--- src/rtl/uart_cmd_bridge.sv ---
// uart_cmd_bridge
//   Turns framed command bytes received over a UART into single-cycle
//   read/write requests towards the rc, and returns the result over the UART
//   transmitter ('K' for a posted write, four read-data bytes MSB first for
//   a read).
//
//   Frame: 'R' (0x52) + addr[31:0] MSB first
//          'W' (0x57) + addr[31:0] MSB first + data[31:0] MSB first
//
// Ports
//   QClk / RstQnnnH               clock, asynchronous active-low reset
//   RxByteValid / RxByte          received byte strobe and value
//   C2F_Req*Q500H                 registered request, ReqValid is a 1-cycle pulse
//   C2F_Rsp*Q502H                 response from rc (only RD_RSP on THREAD_ID used)
//   C2F_RspStall                  rc cannot take a request this cycle
//   TxByteValid / TxByte          byte offered to the transmitter (held until ready)
//   TxByteReady                   transmitter accepts the offered byte
//   FrameErr                      1-cycle pulse on any framing fault

package uart_cmd_bridge_pkg;
    typedef enum logic [1:0] {
        RD     = 2'b00,
        WR     = 2'b01,
        RD_RSP = 2'b10,
        WR_RSP = 2'b11
    } t_opcode;
endpackage

module uart_cmd_bridge
    import uart_cmd_bridge_pkg::*;
#(
    parameter int unsigned TIMEOUT_CYCLES = 100000,
    parameter logic [1:0]  THREAD_ID      = 2'b00
) (
    input  logic        QClk,
    input  logic        RstQnnnH,
    input  logic        RxByteValid,
    input  logic [7:0]  RxByte,
    output logic        C2F_ReqValidQ500H,
    output t_opcode     C2F_ReqOpcodeQ500H,
    output logic [1:0]  C2F_ReqThreadIDQ500H,
    output logic [31:0] C2F_ReqAddressQ500H,
    output logic [31:0] C2F_ReqDataQ500H,
    input  logic        C2F_RspValidQ502H,
    input  t_opcode     C2F_RspOpcodeQ502H,
    input  logic [1:0]  C2F_RspThreadIDQ502H,
    input  logic [31:0] C2F_RspDataQ502H,
    input  logic        C2F_RspStall,
    output logic        TxByteValid,
    output logic [7:0]  TxByte,
    input  logic        TxByteReady,
    output logic        FrameErr
);

    localparam int unsigned          TIMER_W    = $clog2(TIMEOUT_CYCLES + 1);
    localparam logic [TIMER_W-1:0]   TIMER_LAST = TIMER_W'(TIMEOUT_CYCLES - 1);
    localparam logic [7:0]           CMD_RD     = 8'h52;
    localparam logic [7:0]           CMD_WR     = 8'h57;
    localparam logic [7:0]           ACK_BYTE   = 8'h4B;

    typedef enum logic [2:0] {
        S_IDLE     = 3'd0,
        S_ADDR     = 3'd1,
        S_DATA     = 3'd2,
        S_ISSUE    = 3'd3,
        S_WAIT_RSP = 3'd4,
        S_SEND     = 3'd5
    } t_state;

    t_state             state_r,    state_s;
    logic               isWrite_r,  isWrite_s;
    logic [1:0]         byteCnt_r,  byteCnt_s;
    logic [31:0]        addr_r,     addr_s;
    logic [31:0]        data_r,     data_s;
    logic [TIMER_W-1:0] timer_r,    timer_s;
    logic [23:0]        txShift_r,  txShift_s;   // read-data bytes still to send
    logic [1:0]         txLeft_r,   txLeft_s;    // bytes remaining after TxByte
    logic               reqValid_r, reqValid_s;
    t_opcode            reqOp_r,    reqOp_s;
    logic [1:0]         reqThr_r,   reqThr_s;
    logic [31:0]        reqAddr_r,  reqAddr_s;
    logic [31:0]        reqData_r,  reqData_s;
    logic               txValid_r,  txValid_s;
    logic [7:0]         txByte_r,   txByte_s;
    logic               frameErr_r, frameErr_s;
    logic               issueNow_s;

    // Next-state and next-register computation for the frame FSM.
    always_comb begin
        state_s    = state_r;
        isWrite_s  = isWrite_r;
        byteCnt_s  = byteCnt_r;
        addr_s     = addr_r;
        data_s     = data_r;
        timer_s    = timer_r;
        txShift_s  = txShift_r;
        txLeft_s   = txLeft_r;
        reqValid_s = 1'b0;
        reqOp_s    = reqOp_r;
        reqThr_s   = reqThr_r;
        reqAddr_s  = reqAddr_r;
        reqData_s  = reqData_r;
        txValid_s  = txValid_r;
        txByte_s   = txByte_r;
        frameErr_s = 1'b0;
        issueNow_s = 1'b0;

        case (state_r)
            S_IDLE: begin
                timer_s = '0;
                if (RxByteValid) begin
                    if ((RxByte == CMD_RD) || (RxByte == CMD_WR)) begin
                        isWrite_s = (RxByte == CMD_WR);
                        byteCnt_s = 2'd0;
                        addr_s    = 32'h0;
                        data_s    = 32'h0;
                        state_s   = S_ADDR;
                    end else begin
                        frameErr_s = 1'b1;
                    end
                end else begin
                    state_s = S_IDLE;
                end
            end
            S_ADDR, S_DATA: begin
                if (RxByteValid) begin
                    timer_s   = '0;
                    byteCnt_s = byteCnt_r + 2'd1;
                    if (state_r == S_ADDR) begin
                        addr_s = {addr_r[23:0], RxByte};
                    end else begin
                        data_s = {data_r[23:0], RxByte};
                    end
                    if (byteCnt_r == 2'd3) begin
                        if ((state_r == S_ADDR) && isWrite_r) begin
                            state_s = S_DATA;
                        end else begin
                            // Issue straight away when the rc is free so the
                            // request lands the cycle after the last byte.
                            state_s    = S_ISSUE;
                            issueNow_s = ~C2F_RspStall;
                        end
                    end else begin
                        state_s = state_r;
                    end
                end else if (timer_r == TIMER_LAST) begin
                    frameErr_s = 1'b1;
                    timer_s    = '0;
                    state_s    = S_IDLE;
                end else begin
                    timer_s = timer_r + TIMER_W'(1);
                end
            end
            S_ISSUE: begin
                frameErr_s = RxByteValid;
                issueNow_s = ~C2F_RspStall;
            end
            S_WAIT_RSP: begin
                frameErr_s = RxByteValid;
                if (C2F_RspValidQ502H && (C2F_RspOpcodeQ502H == RD_RSP) &&
                    (C2F_RspThreadIDQ502H == THREAD_ID)) begin
                    txShift_s = C2F_RspDataQ502H[23:0];
                    txByte_s  = C2F_RspDataQ502H[31:24];
                    txValid_s = 1'b1;
                    txLeft_s  = 2'd3;
                    state_s   = S_SEND;
                end else begin
                    state_s = S_WAIT_RSP;
                end
            end
            S_SEND: begin
                frameErr_s = RxByteValid;
                if (txValid_r && TxByteReady) begin
                    if (txLeft_r == 2'd0) begin
                        txValid_s = 1'b0;
                        txByte_s  = 8'h00;
                        state_s   = S_IDLE;
                    end else begin
                        txByte_s  = txShift_r[23:16];
                        txShift_s = {txShift_r[15:0], 8'h00};
                        txLeft_s  = txLeft_r - 2'd1;
                    end
                end else begin
                    state_s = S_SEND;
                end
            end
            default: begin
                state_s = S_IDLE;
            end
        endcase

        // Request launch; a write is posted and acknowledged immediately.
        if (issueNow_s) begin
            reqValid_s = 1'b1;
            reqThr_s   = THREAD_ID;
            reqAddr_s  = addr_s;
            if (isWrite_r) begin
                reqOp_s   = WR;
                reqData_s = data_s;
                txByte_s  = ACK_BYTE;
                txValid_s = 1'b1;
                txLeft_s  = 2'd0;
                state_s   = S_SEND;
            end else begin
                reqOp_s   = RD;
                reqData_s = 32'h0;
                state_s   = S_WAIT_RSP;
            end
        end else begin
            reqThr_s = reqThr_r;
        end
    end

    // FSM state register.
    always_ff @(posedge QClk or negedge RstQnnnH) begin
        if (!RstQnnnH) begin
            state_r <= S_IDLE;
        end else begin
            state_r <= state_s;
        end
    end

    // Datapath and output registers.
    always_ff @(posedge QClk or negedge RstQnnnH) begin
        if (!RstQnnnH) begin
            isWrite_r  <= 1'b0;
            byteCnt_r  <= 2'd0;
            addr_r     <= 32'h0;
            data_r     <= 32'h0;
            timer_r    <= '0;
            txShift_r  <= 24'h0;
            txLeft_r   <= 2'd0;
            reqValid_r <= 1'b0;
            reqOp_r    <= RD;
            reqThr_r   <= 2'b00;
            reqAddr_r  <= 32'h0;
            reqData_r  <= 32'h0;
            txValid_r  <= 1'b0;
            txByte_r   <= 8'h00;
            frameErr_r <= 1'b0;
        end else begin
            isWrite_r  <= isWrite_s;
            byteCnt_r  <= byteCnt_s;
            addr_r     <= addr_s;
            data_r     <= data_s;
            timer_r    <= timer_s;
            txShift_r  <= txShift_s;
            txLeft_r   <= txLeft_s;
            reqValid_r <= reqValid_s;
            reqOp_r    <= reqOp_s;
            reqThr_r   <= reqThr_s;
            reqAddr_r  <= reqAddr_s;
            reqData_r  <= reqData_s;
            txValid_r  <= txValid_s;
            txByte_r   <= txByte_s;
            frameErr_r <= frameErr_s;
        end
    end

    assign C2F_ReqValidQ500H    = reqValid_r;
    assign C2F_ReqOpcodeQ500H   = reqOp_r;
    assign C2F_ReqThreadIDQ500H = reqThr_r;
    assign C2F_ReqAddressQ500H  = reqAddr_r;
    assign C2F_ReqDataQ500H     = reqData_r;
    assign TxByteValid          = txValid_r;
    assign TxByte               = txByte_r;
    assign FrameErr             = frameErr_r;

endmodule
--- config.mk ---
export PLATFORM = sky130hd
export DESIGN_NAME = uart_cmd_bridge
export DESIGN_NICKNAME = d
export VERILOG_FILES = /design/src/rtl/uart_cmd_bridge.sv
export SDC_FILE = /design/constraint.sdc
export NUM_CORES = 1
export LEC_CHECK = 0
export BUFFER_PORTS_ARGS = -buffer_cell sky130_fd_sc_hd__buf_4
export CORE_UTILIZATION = 55
export CTS_CLUSTER_DIAMETER = 60
export CTS_CLUSTER_SIZE = 14
export DETAILED_ROUTE_END_ITERATION = 7
export PLACE_DENSITY = 0.85
export SYNTH_ARGS = -nofsm -noshare
export SYNTH_HDL_FRONTEND = slang
export SYNTH_SLANG_ARGS = --single-unit
export TNS_END_PERCENT = 1
--- constraint.sdc ---
create_clock -name QClk -period 2.67 [get_ports QClk]
set_input_delay 0.1335 -clock QClk [delete_from_list [all_inputs] [get_ports QClk]]
set_output_delay 0.1335 -clock QClk [all_outputs]
set_load 0.005 [all_outputs]
==> out/metrics.csv <==
metric,value,unit
Mapped Area,0.00819,mm2
H-tree levels,4,
clock-pin slew on the worst setup and hold paths,0.07,ns
Die X,124,um
sw frac,34.0,%
WHS,0.0158,ns
router iterations before antenna repair,5,
Crit Reg-Reg Startpoint,state_r[0]$_DFFE_PN0P_,
Tot Pwr,0.0101,W
CTS tree,built,
Root Buffer,clkbuf_16,
quantity of gates resized following cts,0,
vias per cell,5.69,
largest net degree at the start of global routing,75,
"Cell Chain, Critical Path",nand2b_4 > nor2_2 > a22o_1 > mux2_2,
Area Growth Syn to Fin,23.8,%
Register Area,0.00473,mm2
worst path required time,3.05,ns
top_reg_cell synth,dfrtp_1,
Routability Congestion,0.830,
Slew HR,12.2,%
Cell Rows,44,
global route overflow,0,
n_diodes,0,
die height,124,um
first-pass GRT wire length,30.4,mm
Worst R2R Path Depth,4,
starting density of the core,56.4,%
worst setup path endpoint,C2F_ReqAddressQ500H[2]$_DFFE_PN0P_,
GR Util All Layers,26.2,%
core area,0.0145,mm2
"non-filler cells, final",1069,
Final Hold Viols,0,
P_int,0.00665,W
Max Buffers Root-to-Sink,2,
slowest CP cell,nor2_2,
Setup crit start,state_r[0]$_DFFE_PN0P_,
unrepaired setup endpoints after global routing,no,
setup TNS,0,ns
"count leader, synth",dfrtp_1,
MaxCap Viol Count,0,
antenna violations before repair,0,
final WL,18.7,mm
Leak Pwr,5.09,nW
Ports,129,
Post-synth top cells,"dfrtp_1, nand2_1, a22o_1, a22oi_1, inv_1",
distinct cell type count after synthesis,66,
post-detail-place hpwl,12.1,mm
crit end category,flip-flop,
switching power,0.00343,W
CP Max Fanout,32,
Worst-Skew Late Latency,0.43,ns
Final #Nets,924,
CTS Sinks,189,
"Seq/Total Area, Yosys",57.7,%
Peak Freq,0.410,GHz
Mean Syn Cell Area,11.4,um2
Mapped Cells,721,
Area contributors post-synth,"dfrtp_1, a22o_1, mux2_2",
Gate power share,32.5,%
worst-margin pin slew,1.32,ns
FF-to-FF setup slack,0.23,ns
dpl cells,1002,
Final Setup Violations,0,
Startpoint Class,flip-flop,
post-synth top area cell,dfrtp_1,
Max VDD drop,581,uV
register bit total from synthesis,189,
total number of yosys warnings,0,
count of final max-slew check failures,0,
DRC,0,
reg-to-reg endpoint,C2F_ReqAddressQ500H[2]$_DFFE_PN0P_,
HP Class,input port to flip-flop,
WS Path Type,flip-flop to flip-flop,
fraction of registers with async set/reset,100,%
Reg power frac,44.3,%
ratio of cells with drive above 1 in the final layout,25.0,%
top-area cell type share of the netlist area,57.7,%
Port-buffer cells,125,
number of flops mapped to enable cells by yosys,0,
number of routed nets with antenna violations,0,
area occupied by multi-input gates,0.00302,mm2
DR vias,6085,
Die Area,0.0154,mm2
pwr/cell area,995,mW/mm2
run status,completed,
Tcrit/Tclk final,91.3,%
crit-path max cell delay,1.01,ns
Fill cells,1080,
Clock Skews,0.00767,ns
Worst Path Arrival,2.81,ns
Initial DRC Count,431,
vias in the first global route,5900,
CTS Buf Count,17,
Final min period,2.44,ns
clock power share,23.2,%
drt wl/cell,17.5,um
-- final cells by class --
type | count | area share (%)
Multi-Input combinational cell | 444 | 29.8
Clock buffer | 23 | 4.71
Clock inverter | 9 | 0.617
Sequential cell | 189 | 46.6
Inverter | 42 | 1.60
Tap cell | 184 | 2.27
Timing Repair Buffer | 178 | 14.4
-- power groups by stage --
stage	Combinational, W	Sequential, W	Clock [W]
after floorplan	0.00216	0.00428	0
after global placement	0.00310	0.00447	0
after detailed placement	0.00324	0.00448	0
after CTS	0.00330	0.00445	0.00238
after global routing	0.00364	0.00457	0.00250
final	0.00328	0.00446	0.00234
-- through the flow --
step | util, % | worst slack (ns) | cell area, um2
floorplan | - | 0.795 | 8200
global placement | 63.6 | 0.314 | 9250
detailed placement | 63.6 | 0.291 | 9250
CTS | 69.8 | 0.254 | 10100
global route | 69.8 | 0.0461 | 10100
finish | 69.8 | 0.232 | 10100
-- what timing repair did --
item / 4_1_cts / 5_1_grt
buffers inserted: 0 / 0
hold buffers: 35 / 0
hold endpoints to repair: 104 / 0
-- placed cells by master (no fill, tap or decap), types with 14 or more instances in the layout --
cell type / netlist / final
nor2_1: 23 / 22
mux2i_1: 16 / 16
a21oi_1: 14 / 14
a22oi_1: 42 / 42
mux2_2: 31 / 31
buf_4: 10 / 140
o21ai_0: 31 / 31
dlygate4sd3_1: 0 / 35
clkbuf_16: 0 / 17
nand2_1: 77 / 77
a22o_1: 42 / 42
o21ai_1: 35 / 35
a21boi_1: 30 / 30
dfrtp_1: 189 / 189
inv_1: 41 / 41
-- flip-flops by register name, indices dropped and copies added, names as in the netlist, 3 cells and up --
name and count:
timer_r 17, state_r 3, TxByte 8, addr_r 32, C2F_ReqAddressQ500H 32, txShift_r 24
data_r 32, C2F_ReqDataQ500H 32
-- logic make-up (layout without fill, tap and decap cells) --
family / after synthesis / count (layout) / synth area share (%)
buffers and inverters: 90 / 252 / 5.70
AND/OR/NAND/NOR: 161 / 161 / 10.1
flip-flops: 189 / 189 / 57.7
XOR/XNOR: 6 / 6 / 0.642
multiplexers: 49 / 49 / 6.49
adder cells (fa/ha/maj): 2 / 2 / 0.305
other: 1 / 3 / 0.0458
AO/OA/AOI/OAI: 223 / 223 / 19.0
-- critical path, delay by kind of cell, from the launching register on --
family / cells / cell delay (ns)
compound gates: 1 / 0.33
flops: 1 / 0.70
simple gates: 2 / 1.18
mux: 1 / 0.16
-- metal layers --
metal	vias up	wire length [um]	GRT usage [%]
met5	-	0	0
met4	0	247	8.71
met3	23	903	4.95
met2	174	9050	41.1
met1	3019	8520	36.8
li1	2869	-	-
-- worst min path at each step --
stage	startpoint	endpoint	slack, ns	cells after the start
after floorplan	RstQnnnH	C2F_ReqAddressQ500H[0]$_DFFE_PN0P_	-0.16	0
after global placement	RstQnnnH	data_r[18]$_DFF_PN0_	0.19	1
after detailed placement	RstQnnnH	data_r[18]$_DFF_PN0_	0.19	1
after CTS	C2F_RspDataQ502H[16]	txShift_r[16]$_DFFE_PN0P_	0.001	3
after global routing	RxByte[4]	addr_r[4]$_DFF_PN0_	0.02	2
final	RxByte[0]	isWrite_r$_DFFE_PN0P_	0.02	3
No activity file was read; power rests on OpenSTA's default activity.
